<file path="src/rtl/mod_74xx_pkg.sv">
// Shared definitions for the 74xx counter models: direction and active-low
// level constants, the next-state operation encoding and the load clamp.
package mod_74xx_pkg;

    localparam int unsigned MAX_WIDTH = 32;

    localparam logic DIR_UP     = 1'b1;
    localparam logic DIR_DOWN   = 1'b0;
    localparam logic ASSERT_N   = 1'b0;
    localparam logic DEASSERT_N = 1'b1;

    // Edge operation selected by the synchronous controls (clear is async)
    typedef enum logic [1:0] {
        OP_HOLD  = 2'd0,
        OP_LOAD  = 2'd1,
        OP_COUNT = 2'd2
    } op_t;

    // Limit a load value to the count range 0..modulus-1
    function automatic logic [MAX_WIDTH-1:0] clamp_mod(
        input logic [MAX_WIDTH-1:0] value,
        input logic [MAX_WIDTH:0]   modulus
    );
        if (33'(value) >= modulus) begin
            return 32'(modulus - 33'd1);
        end
        return value;
    endfunction

endpackage : mod_74xx_pkg

</file>
<file path="src/rtl/mod_74xx_tc_detect.sv">
// Terminal-count decode for modulus counters: high at the last state in the
// current count direction.
module mod_74xx_tc_detect
    import mod_74xx_pkg::*;
#(
    parameter int unsigned      WIDTH   = 4,
    parameter longint unsigned  MODULUS = 64'd1 << WIDTH
) (
    input  logic [WIDTH-1:0] Q,
    input  logic             UP,
    output logic             TC
);

    localparam logic [WIDTH-1:0] MAX_Q = WIDTH'(MODULUS - 64'd1);

    // Top of range when counting up, zero when counting down
    always_comb begin
        TC = ((UP == DIR_UP) && (Q == MAX_Q)) ||
             ((UP == DIR_DOWN) && (Q == '0));
    end

endmodule : mod_74xx_tc_detect

</file>
<file path="src/rtl/mod_74x169_n.sv">
// 74x169-style presettable up/down modulus counter with async clear and
// cascadable ripple-carry output.
// Build option: MOD_74X169_N_RCO_REG_EN registers terminal count so RCO_N
// does not glitch on Q transitions (it then lags UP changes made between
// edges by one clock).
module mod_74x169_n
    import mod_74xx_pkg::*;
#(
    parameter int unsigned      WIDTH   = 4,
    parameter longint unsigned  MODULUS = 64'd1 << WIDTH
) (
    input  logic             CLK,
    input  logic             CLR_N,
    input  logic             LOAD_N,
    input  logic             ENP_N,
    input  logic             ENT_N,
    input  logic             UP,
    input  logic [WIDTH-1:0] D,
    output logic [WIDTH-1:0] Q,
    output logic             RCO_N
);

    localparam logic [WIDTH-1:0] MAX_Q = WIDTH'(MODULUS - 64'd1);

    // Reject out-of-range configurations at elaboration
    if ((WIDTH < 1) || (WIDTH > MAX_WIDTH)) begin : g_bad_width
        $error("mod_74x169_n: WIDTH %0d outside 1..%0d", WIDTH, MAX_WIDTH);
    end
    if ((MODULUS < 64'd2) || (MODULUS > (64'd1 << WIDTH))) begin : g_bad_mod
        $error("mod_74x169_n: MODULUS %0d outside 2..2**WIDTH", MODULUS);
    end

    op_t              op;
    logic [WIDTH-1:0] d_clamped;
    logic [WIDTH-1:0] q_next;
    logic             tc;
    logic             count_en;

    assign count_en  = (ENP_N == ASSERT_N) && (ENT_N == ASSERT_N);
    assign d_clamped = WIDTH'(clamp_mod(32'(D), 33'(MODULUS)));

    // Select the edge operation: load beats count beats hold
    always_comb begin
        op = OP_HOLD;
        if (LOAD_N == ASSERT_N) begin
            op = OP_LOAD;
        end else if (count_en) begin
            op = OP_COUNT;
        end
    end

    // Next count value; wrap comes from the modulus compare only
    always_comb begin
        q_next = Q;
        case (op)
            OP_LOAD: q_next = d_clamped;
            OP_COUNT: begin
                if (UP == DIR_UP) begin
                    q_next = (Q == MAX_Q) ? '0 : Q + WIDTH'(1);
                end else begin
                    q_next = (Q == '0) ? MAX_Q : Q - WIDTH'(1);
                end
            end
            default: q_next = Q;
        endcase
    end

    // Count register, cleared asynchronously
    always_ff @(posedge CLK or negedge CLR_N) begin
        if (!CLR_N) begin
            Q <= '0;
        end else begin
            Q <= q_next;
        end
    end

`ifdef MOD_74X169_N_RCO_REG_EN
    logic tc_next;
    logic tc_reg;

    mod_74xx_tc_detect #(
        .WIDTH   (WIDTH),
        .MODULUS (MODULUS)
    ) u_tc_detect (
        .Q  (q_next),
        .UP (UP),
        .TC (tc_next)
    );

    // Terminal count captured from the value Q is about to take
    always_ff @(posedge CLK or negedge CLR_N) begin
        if (!CLR_N) begin
            tc_reg <= 1'b0;
        end else begin
            tc_reg <= tc_next;
        end
    end

    assign tc = tc_reg;
`else
    mod_74xx_tc_detect #(
        .WIDTH   (WIDTH),
        .MODULUS (MODULUS)
    ) u_tc_detect (
        .Q  (Q),
        .UP (UP),
        .TC (tc)
    );
`endif

    // Carry out is gated only by the cascade enable
    assign RCO_N = ~(tc & (ENT_N == ASSERT_N));

endmodule : mod_74x169_n

</file>
<file path="config.mk">
export PLATFORM = sky130hd
export DESIGN_NAME = mod_74x169_n
export DESIGN_NICKNAME = d
export VERILOG_FILES = /design/src/rtl/mod_74xx_pkg.sv /design/src/rtl/mod_74xx_tc_detect.sv /design/src/rtl/mod_74x169_n.sv
export SDC_FILE = /design/constraint.sdc
export NUM_CORES = 1
export LEC_CHECK = 0
export ABC_AREA = 1
export BUFFER_PORTS_ARGS = -buffer_cell sky130_fd_sc_hd__buf_2
export CAP_MARGIN = 20
export CORE_AREA = 2 2 39 41
export DETAILED_ROUTE_END_ITERATION = 8
export DIE_AREA = 0 0 41 43
export MAX_ROUTING_LAYER = met4
export SYNTH_ARGS = -nofsm -noshare
export SYNTH_HDL_FRONTEND = slang
export SYNTH_SLANG_ARGS = --single-unit
</file>
<file path="constraint.sdc">
create_clock -name CLK -period 1.3 [get_ports CLK]
set_input_delay 0.26 -clock CLK [delete_from_list [all_inputs] [get_ports CLK]]
set_output_delay 0.26 -clock CLK [all_outputs]
set_load 0.005 [all_outputs]
</file>
==> results by stage, run 1 <==
Critical path:
- The origin of the critical flop-to-flop path is Q[0]$_DFFE_PN0P_.
- The register-to-register setup slack is -130 ps.
- The number of cells on the critical path is 6.
- The endpoint required time on the critical path is between 1000 and 1500 ps.
- The timing startpoint of the critical path is Q[0]$_DFFE_PN0P_.
- Traced cell by cell, the critical path runs through inv_2, ha_4, nand2_2, nor2_4, o21ai_1, buf_2.
- The critical path is of the flop to output pin type.
- The critical path endpoint is RCO_N.
- STA classifies the critical path startpoint as a flop.
- In this design, the stage delay of the slowest critical-path cell is 420 ps.
- The largest fanout on the critical path is 4.
- The number of cells on the worst reg-to-reg path is 10.
- For the worst setup path, the data arrival time is 1260 ps.
- The endpoint of the lowest-slack register-to-register path is Q[3]$_DFFE_PN0P_.
- The endpoint type of the worst setup path is an output pin.
- The cell with the biggest individual delay on the critical path is dfrtp_1.
- The cell class contributing the biggest share of worst-path delay is flip-flops.
- The count of buffering cells on the critical path with inverters included is 2.

Cells and area:
- After the last flow step, the layout net total stands at 97.
- The growth of design area from synthesis to finish is 54.0%.
- The number of antenna diodes in the final layout is 0.
- The largest registers in the layout are Q x4.
- The number of flip-flops under the largest register name is 4.
- Leaving out filler cells and counting taps, the final layout contains 99.
- Counting the fill cells in the layout gives ~150.
- After routing the design area is 596 um2.
- The most flop-heavy register is Q.
- Measured on the finished design, the core utilization comes to 43.0%.
- In the final layout, the share of cells above drive strength 1 is 51.8%.

Global routing:
- The remaining global-route overflow is 0.
- Entering global routing, the biggest net connects 6 pins.
- The first global-routing pass estimated 1.77 mm of wire.
- Global routing used between 15 and 20% of the available tracks across all layers.
- The number of antenna violations at the first check in global routing came to 0.
- The number of global-route vias before repair is about 440.

CTS:
- The number of clock buffers inserted by TritonCTS is 3.
- The register clock-pin slew on the reported worst setup and hold paths is approximately 40 ps.
- The number of buffers on the longest clock path is 2.
- The number of clock sinks is 4.
- TritonCTS built the clock tree.
- The latest clock arrival within the worst-skew pair is 250 ps.
- The clock root buffer is clkbuf_4.
- CTS built an H-tree with a depth of 1.

Run:
- The tool flagged a number of max-cap violations equal to 0.

Power:
- The internal power summed over all cells is approximately 0.35 mW.
- In this run, the combinational gates consume 40.0% of the power.
- In this run the power density over the cells is 907 mW/mm2.
- The overall power consumption is 0.540 mW.
- The clock network power share is between 30% and 40%.
- Registers are responsible for a little under 30% of the overall power.
- The leakage power of the design is between 0.3 and 0.4 nW.
- The switching part of the total is 35.4%.
- The analysis attributes to net switching a power of 0.191 mW.
- The worst-case IR drop observed on VDD is 0.375 mV.

STA:
- Once routing completed, OpenROAD measured the worst setup slack at -218 ps.
- Setup violations remaining at the end of the flow were counted as 3.
- The final number of hold-violating endpoints is 0.
- The max-slew violation count is 0.
- In this run the tightest slew margin relative to its limit is 77.2%.
- Setup repair after global routing could not meet its margin everywhere.
- The maximum operating frequency is about 660 MHz.
- Clock skew on the completed layout was measured at 5.19 ps.
- Of the available clock period, the critical path in the final layout requires 117%.
- At the pin with the least slew margin, the transition time is 339 ps.
- The shortest period the worst path allows is roughly 1500 ps.

Die:
- The chip width is 41 um.
- The number of standard-cell rows in the floorplan is 14.
- The core region is 0.00138 mm2.
- The initial cell density of the core is 27.9%.
- From bottom edge to top edge, the die measures 43 um.
- The count of boundary I/O pins is 15.
- The die covers around 0.0018 mm2.

Yosys:
- Synthesis inferred 4 register bits.
- The area of the mapped netlist is 387 um2.
- The count of different cell masters after synthesis is 19.
- During synthesis, Yosys emitted a total of 0 warnings.
- The cell count after synthesis is 57.
- After synthesis, the mean cell area works out to roughly 6.8 um2.
- The proportion of synthesized chip area in sequential cells is 25.9%.
- The number of nets produced by synthesis is 69.

Min path:
- The start point of the worst hold path is D[1].
- The type of the most critical hold path is input pin to flop.

Drt:
- The routed layout has 459 vias.
- The routed wire length per instance is 10.7 um.
- The pre-antenna-repair detailed-routing pass consisted of 5 iterations.
- The detailed-route wire length is 1.06 mm.
- The number of DRC markers after the initial detailed-route iteration is 2.
- For this run, design rule violations remaining after detail routing come to 0.
- The detail route stage leaves a number of antenna-violating nets equal to 0.
- The average vias per placed instance is 4.64.

Place:
- Port buffering added 14 buffers.
- Once detailed placement completed, the half-perimeter wirelength came to 792 um.
- The worst slack at placement is 7.73 ps.
- The post-placement cell count is 93.
- The weighted congestion reported at the end of routability-driven placement is 0.797.
- The instance area after placement is 518 um2.

Status:
- The final reports fail on negative setup slack.
- The flow ran to the end, but the final reports show violations.
## cells in the mapped netlist (all sizes together)
cell type | count | share of area (%)
inv | 8 | 7.8
o221ai | 1 | 2.3
nand3 | 7 | 10
nor3 | 3 | 6.5
ha | 2 | 6.5
nor2 | 5 | 7.4
clkinv | 1 | 0.97
o21ai | 2 | 2.6
xor2 | 2 | 4.5
nand2 | 19 | 19
o22ai | 1 | 1.6
nand4 | 1 | 1.6
dfrtp | 4 | 26
buf | 1 | 2.9
## what timing repair did
item | in CTS | in global routing
pin swaps | 2 | 5
gates resized for setup | 5 | 4
hold endpoints to repair | 4 | 0
setup buffers | 0 | 2
hold buffers | 1 | 0
endpoints found under the setup margin | 1 | 3
## final cells by class
cell class / instances / area, um2 / area share [%]
Multi-Input combinational cell: 43 / 272 / 45.6
Sequential cell: 4 / 100 / 16.8
Inverter: 9 / 33.8 / 5.67
Clock buffer: 3 / 22.5 / 3.78
Tap cell: 16 / 20.0 / 3.36
Timing Repair Buffer: 24 / 148 / 24.8
## logic make-up (layout without fill, tap and decap cells)
family,Yosys count,count (layout),synth area share (%)
AOI/OAI and AO/OA,4,4,6.47
xor gates and xnor gates,2,2,4.53
adders and majority gates,2,2,6.47
buffers and inverters,10,36,11.6
DFF,4,4,25.9
and+or+nand+nor,35,35,45.0
## metrics by stage
step                      hold WS (ps)  TNS, ps
after global placement            66.3        0
final                              250     -477
after floorplan                  -35.6        0
after CTS                          249     -206
after detailed placement          69.9        0
after global routing               279     -680
## worst min-delay path by stage
stage          slack (ps)                to  cells after the start
2_1_floorplan         -40  Q[0]$_DFFE_PN0P_                      0
3_3_place_gp           70  Q[0]$_DFFE_PN0P_                      1
3_5_place_dp           70  Q[1]$_DFFE_PN0P_                      1
4_1_cts               250  Q[1]$_DFFE_PN0P_                      3
5_1_grt               280  Q[2]$_DFFE_PN0P_                      3
6_report              250  Q[1]$_DFFE_PN0P_                      3
## routing by layer
layer  GRT usage (%)  up-vias  part of all wire (%)
met2            22.5       11                    51
li1                -      234                     -
met1            18.8      212                    43
met4            13.3        0                   1.6
met5               -        -                     0
met3            1.57        2                   4.2
## worst register-to-register path, delay by kind of cell (launching register included)
family / cells / cell delay [ps]
buffers and inverters: 3 / 300
adder cells (fa/ha/maj): 1 / 230
flip-flops: 1 / 410
AND/OR/NAND/NOR: 6 / 390
## cells in the final DEF (no fill, tap or decap), types with 2 or more instances in the layout
cell	instances
nand3_1	5
inv_1	4
nand3_2	2
nor3_2	2
xor2_1	2
dfrtp_1	4
nand2_1	17
nor2_2	4
buf_2	14
buf_4	9
clkbuf_4	3
inv_2	4
nand2_2	2
## power groups by stage
stage | sequential (mW) | combinational, mW | clock [mW]
floorplan | 0.163 | 0.105 | 0
global placement | 0.162 | 0.186 | 0
detailed placement | 0.161 | 0.188 | 0
CTS | 0.160 | 0.202 | 0.171
global route | 0.164 | 0.242 | 0.172
finish | 0.161 | 0.216 | 0.164
Note: power is estimated with default switching activity, not from simulation.
==> run 2: changes to the inputs <==
==> constraint.sdc (replaced) <==
create_clock -name CLK -period 1.6 [get_ports CLK]
set_input_delay 0.32 -clock CLK [delete_from_list [all_inputs] [get_ports CLK]]
set_output_delay 0.32 -clock CLK [all_outputs]
set_load 0.005 [all_outputs]
==> run 2 against run 1 <==
Net effect: the flow now finishes without violations; die area did not move; count of clock-buffer cells in the layout unchanged; non-clock buffer count did not move; first-iteration DRC count rose to 8.0 times the previous value; via count up 4.4%; sequential share of layout area is 1.0 points higher; global-route usage is 0.054 points lower; sequential power shrank 18%; flip-flop and latch count unchanged; largest power group unchanged.
==> results by stage, run 2 (synthesized netlist as in run 1, its figures left out) <==
CTS:
- The cell sitting at the root of the clock tree is a clkbuf_4.
- The number of H-tree levels is 1.
- After clock tree synthesis, the clock-pin slew on the worst setup and hold paths is 40 ps.
- Counting the buffers created by CTS gives 3.
- The number of buffers on the longest clock path is 2.
- The clock drives 4 sinks.
- Clock latency on the worst-skew pair, taken at its later pin, is 240 ps.
- The clock tree from TritonCTS is built.

Drt:
- Summed over all layers, the routed wires come to 1.14 mm.
- In the routed layout, each cell is associated on average with a via count of roughly 4.8.
- For this block, the initial DRC count from the detailed router was 16.
- In the final routed layout, each cell accounts on average for roughly 11 um.
- The DRC violation count after routing is 0.
- The routed layout has 479 vias.
- The count of nets left with antenna violations after detail routing is 0.
- The first-pass iteration count of the detailed router is 4.

STA:
- The final number of hold-violating endpoints is 0.
- The headroom to the max-slew limit is 75.8%.
- The worst path needs approximately 1600 ps of the cycle, external delays included.
- For this run, the top clock speed supported by timing is 632 MHz.
- The max-slew violation count is 0.
- The number of setup violations in the final report is 0.
- The final cycle utilization of the critical path is 98.9%.
- Setup repair after global routing could not meet its margin everywhere.
- Between clock sinks in the finished design, the worst skew comes to 4.76 ps.
- At the pin with the least slew margin, the transition time is about 360 ps.
- Setup slack closes at 18.1 ps.

Global routing:
- The number of global-route vias before repair came to between 400 and 500.
- The overall fraction of global-route tracks in use is 15.7%.
- The number of antenna violations at the first check in global routing is 0.
- The remaining global-route overflow is 0.
- The maximum number of pins on one net before global-route repair is 7.
- The first global-routing pass estimated 1.76 mm of wire.

Power:
- After layout, the design draws a total of 0.429 mW.
- The leakage power of the design is 0.311 nW.
- IR analysis of the VDD net gives a maximum drop of 0.399 mV.
- In this run the power density over the cells is about 750 mW/mm2.

Min path:
- The worst hold path begins at D[2].
- In this run the worst hold path is classified as input pin to flop.

Place:
- After legalization and detailed placement, the total HPWL measured 737 um.
- OpenSTA, run right after detailed placement, puts the worst setup slack at 131 ps.
- The weighted congestion reported at the end of routability-driven placement is 0.837.
- The quantity of I/O buffers inserted on ports is 14.

Critical path:
- The origin of the critical flop-to-flop path is Q[0]$_DFFE_PN0P_.
- In this run the worst setup path begins at Q[0]$_DFFE_PN0P_.
- The data arrival time of the critical path is 1260 ps.
- The sort of element at the start of the critical path is a flop.
- The worst setup path is captured at an output pin.
- The cell with the biggest individual delay on the critical path is dfrtp_1.
- The endpoint required time on the critical path is ~1300 ps.
- The delay of the slowest cell on the worst path is 400 ps.
- The type of the worst setup path is flop to output pin.
- Traced cell by cell, the critical path runs through ha_2, nand3_2, nor2_1, o21ai_1, buf_2.
- Counting both buffers and inverters, the worst setup path holds a total of 1.
- Along the worst path, the maximum fanout reaches 4.
- The cell class contributing the biggest share of worst-path delay is flip-flops.

Cells and area:
- The most flop-heavy register is Q.
- The register with the most flip-flops in the layout has 4 of them.
- The footprint of the multi-input gates is 244 um2.
- The final-layout fill cell count is 162.
- The largest registers in the layout are Q x4.
- The net count of the finished layout is 97.
- The number of antenna diodes is 0.
- The most common cell after layout, fill and taps aside is nand2_1.
- The growth of design area from synthesis to finish is 47.2%.
- In the layout the commonest cells are nand2_1 (18), buf_2 (14), buf_4 (9).
- In the final layout, flip-flops and latches occupy 101 um2.
- The fraction of layout instances using a drive strength above 1 is 48.2%.

Die:
- Measured along the x axis, the die boundary spans 41 um.
- The area of the core is 0.00138 mm2.
- The die is 43 um tall.
- The die covers 0.00176 mm2.
- The count of boundary I/O pins is 15.
- The floorplan has 14 rows.
- The initial cell density of the core is about 28%.

Run:
- Max-cap violations in this run came to 0.

Status:
- The run finished with clean final reports.
==> run 2: cell counts in the layout (fill, tap and decap cells not counted) <==
Identical to the previous run, type by type.
==> run 2: cell type report <==
class | count | share of cell area, %
well taps | 16 | 3.52
flip-flops and latches | 4 | 17.8
clock buffers | 3 | 3.96
inverters | 9 | 5.93
repair buffers | 24 | 25.9
multi-input cells | 43 | 42.9
==> run 2: path summary, 6_finish.rpt <==
| check | end | slack (ps) | cells past startpoint |
|---|---|---|---|
| worst max-delay path | RCO_N | 20 | 5 |
| max in group asynchronous | Q[1]$_DFFE_PN0P_ | 1050 | 2 |
| worst min register to register | Q[3]$_DFFE_PN0P_ | 620 | 2 |
| worst min-delay path | Q[2]$_DFFE_PN0P_ | 320 | 3 |
| min in group asynchronous | Q[0]$_DFFE_PN0P_ | 410 | 2 |
| worst max register to register | Q[3]$_DFFE_PN0P_ | 300 | 9 |
==> run 2: through the flow <==
step / utilization, % / setup TNS, ps / hold WS, ps / cells / area, um2
floorplan: - / 0 / 24.4 / 57 / 387
global placement: 34.7 / 0 / 125 / 88 / 480
detailed placement: 34.7 / 0 / 128 / 88 / 480
CTS: 40.1 / 0 / 316 / 97 / 554
global route: 41.1 / -18.4 / 332 / 99 / 569
finish: 41.1 / 0 / 316 / 99 / 569
==> run 2: metal layers <==
layer | vias to the layer above | GRT usage (%) | share of wire, %
met3 | 0 | 1.57 | 7.8
met1 | 219 | 17.6 | 34
met4 | 0 | 12.0 | 0
li1 | 236 | - | -
met5 | - | - | 0
met2 | 24 | 24.1 | 58
==> run 2: power by group <==
group          internal, mW  leakage (nW)  total, mW  switching, mW
combinational        0.0842         0.251      0.171         0.0864
sequential            0.115        0.0464      0.132         0.0170
clock                0.0840        0.0138      0.127         0.0430
total                 0.283         0.311      0.429          0.147
==> run 2: worst register-to-register path: cells and delay by family, from the launching register on <==
kind / cells / cell delay, ps
fa+ha+maj: 1 / 200
buf+inv: 2 / 190
flops: 1 / 400
simple gates: 6 / 410
==> run 2: repair_timing <==
| action | 4_1_cts | 5_1_grt |
|---|---|---|
| endpoints found under the setup margin | 1 | 1 |
| pin swaps | 0 | 2 |
| hold buffers | 1 | 0 |
| resized for setup | 5 | 0 |
| endpoints found under the hold margin | 4 | 0 |
| setup buffers | 5 | 2 |
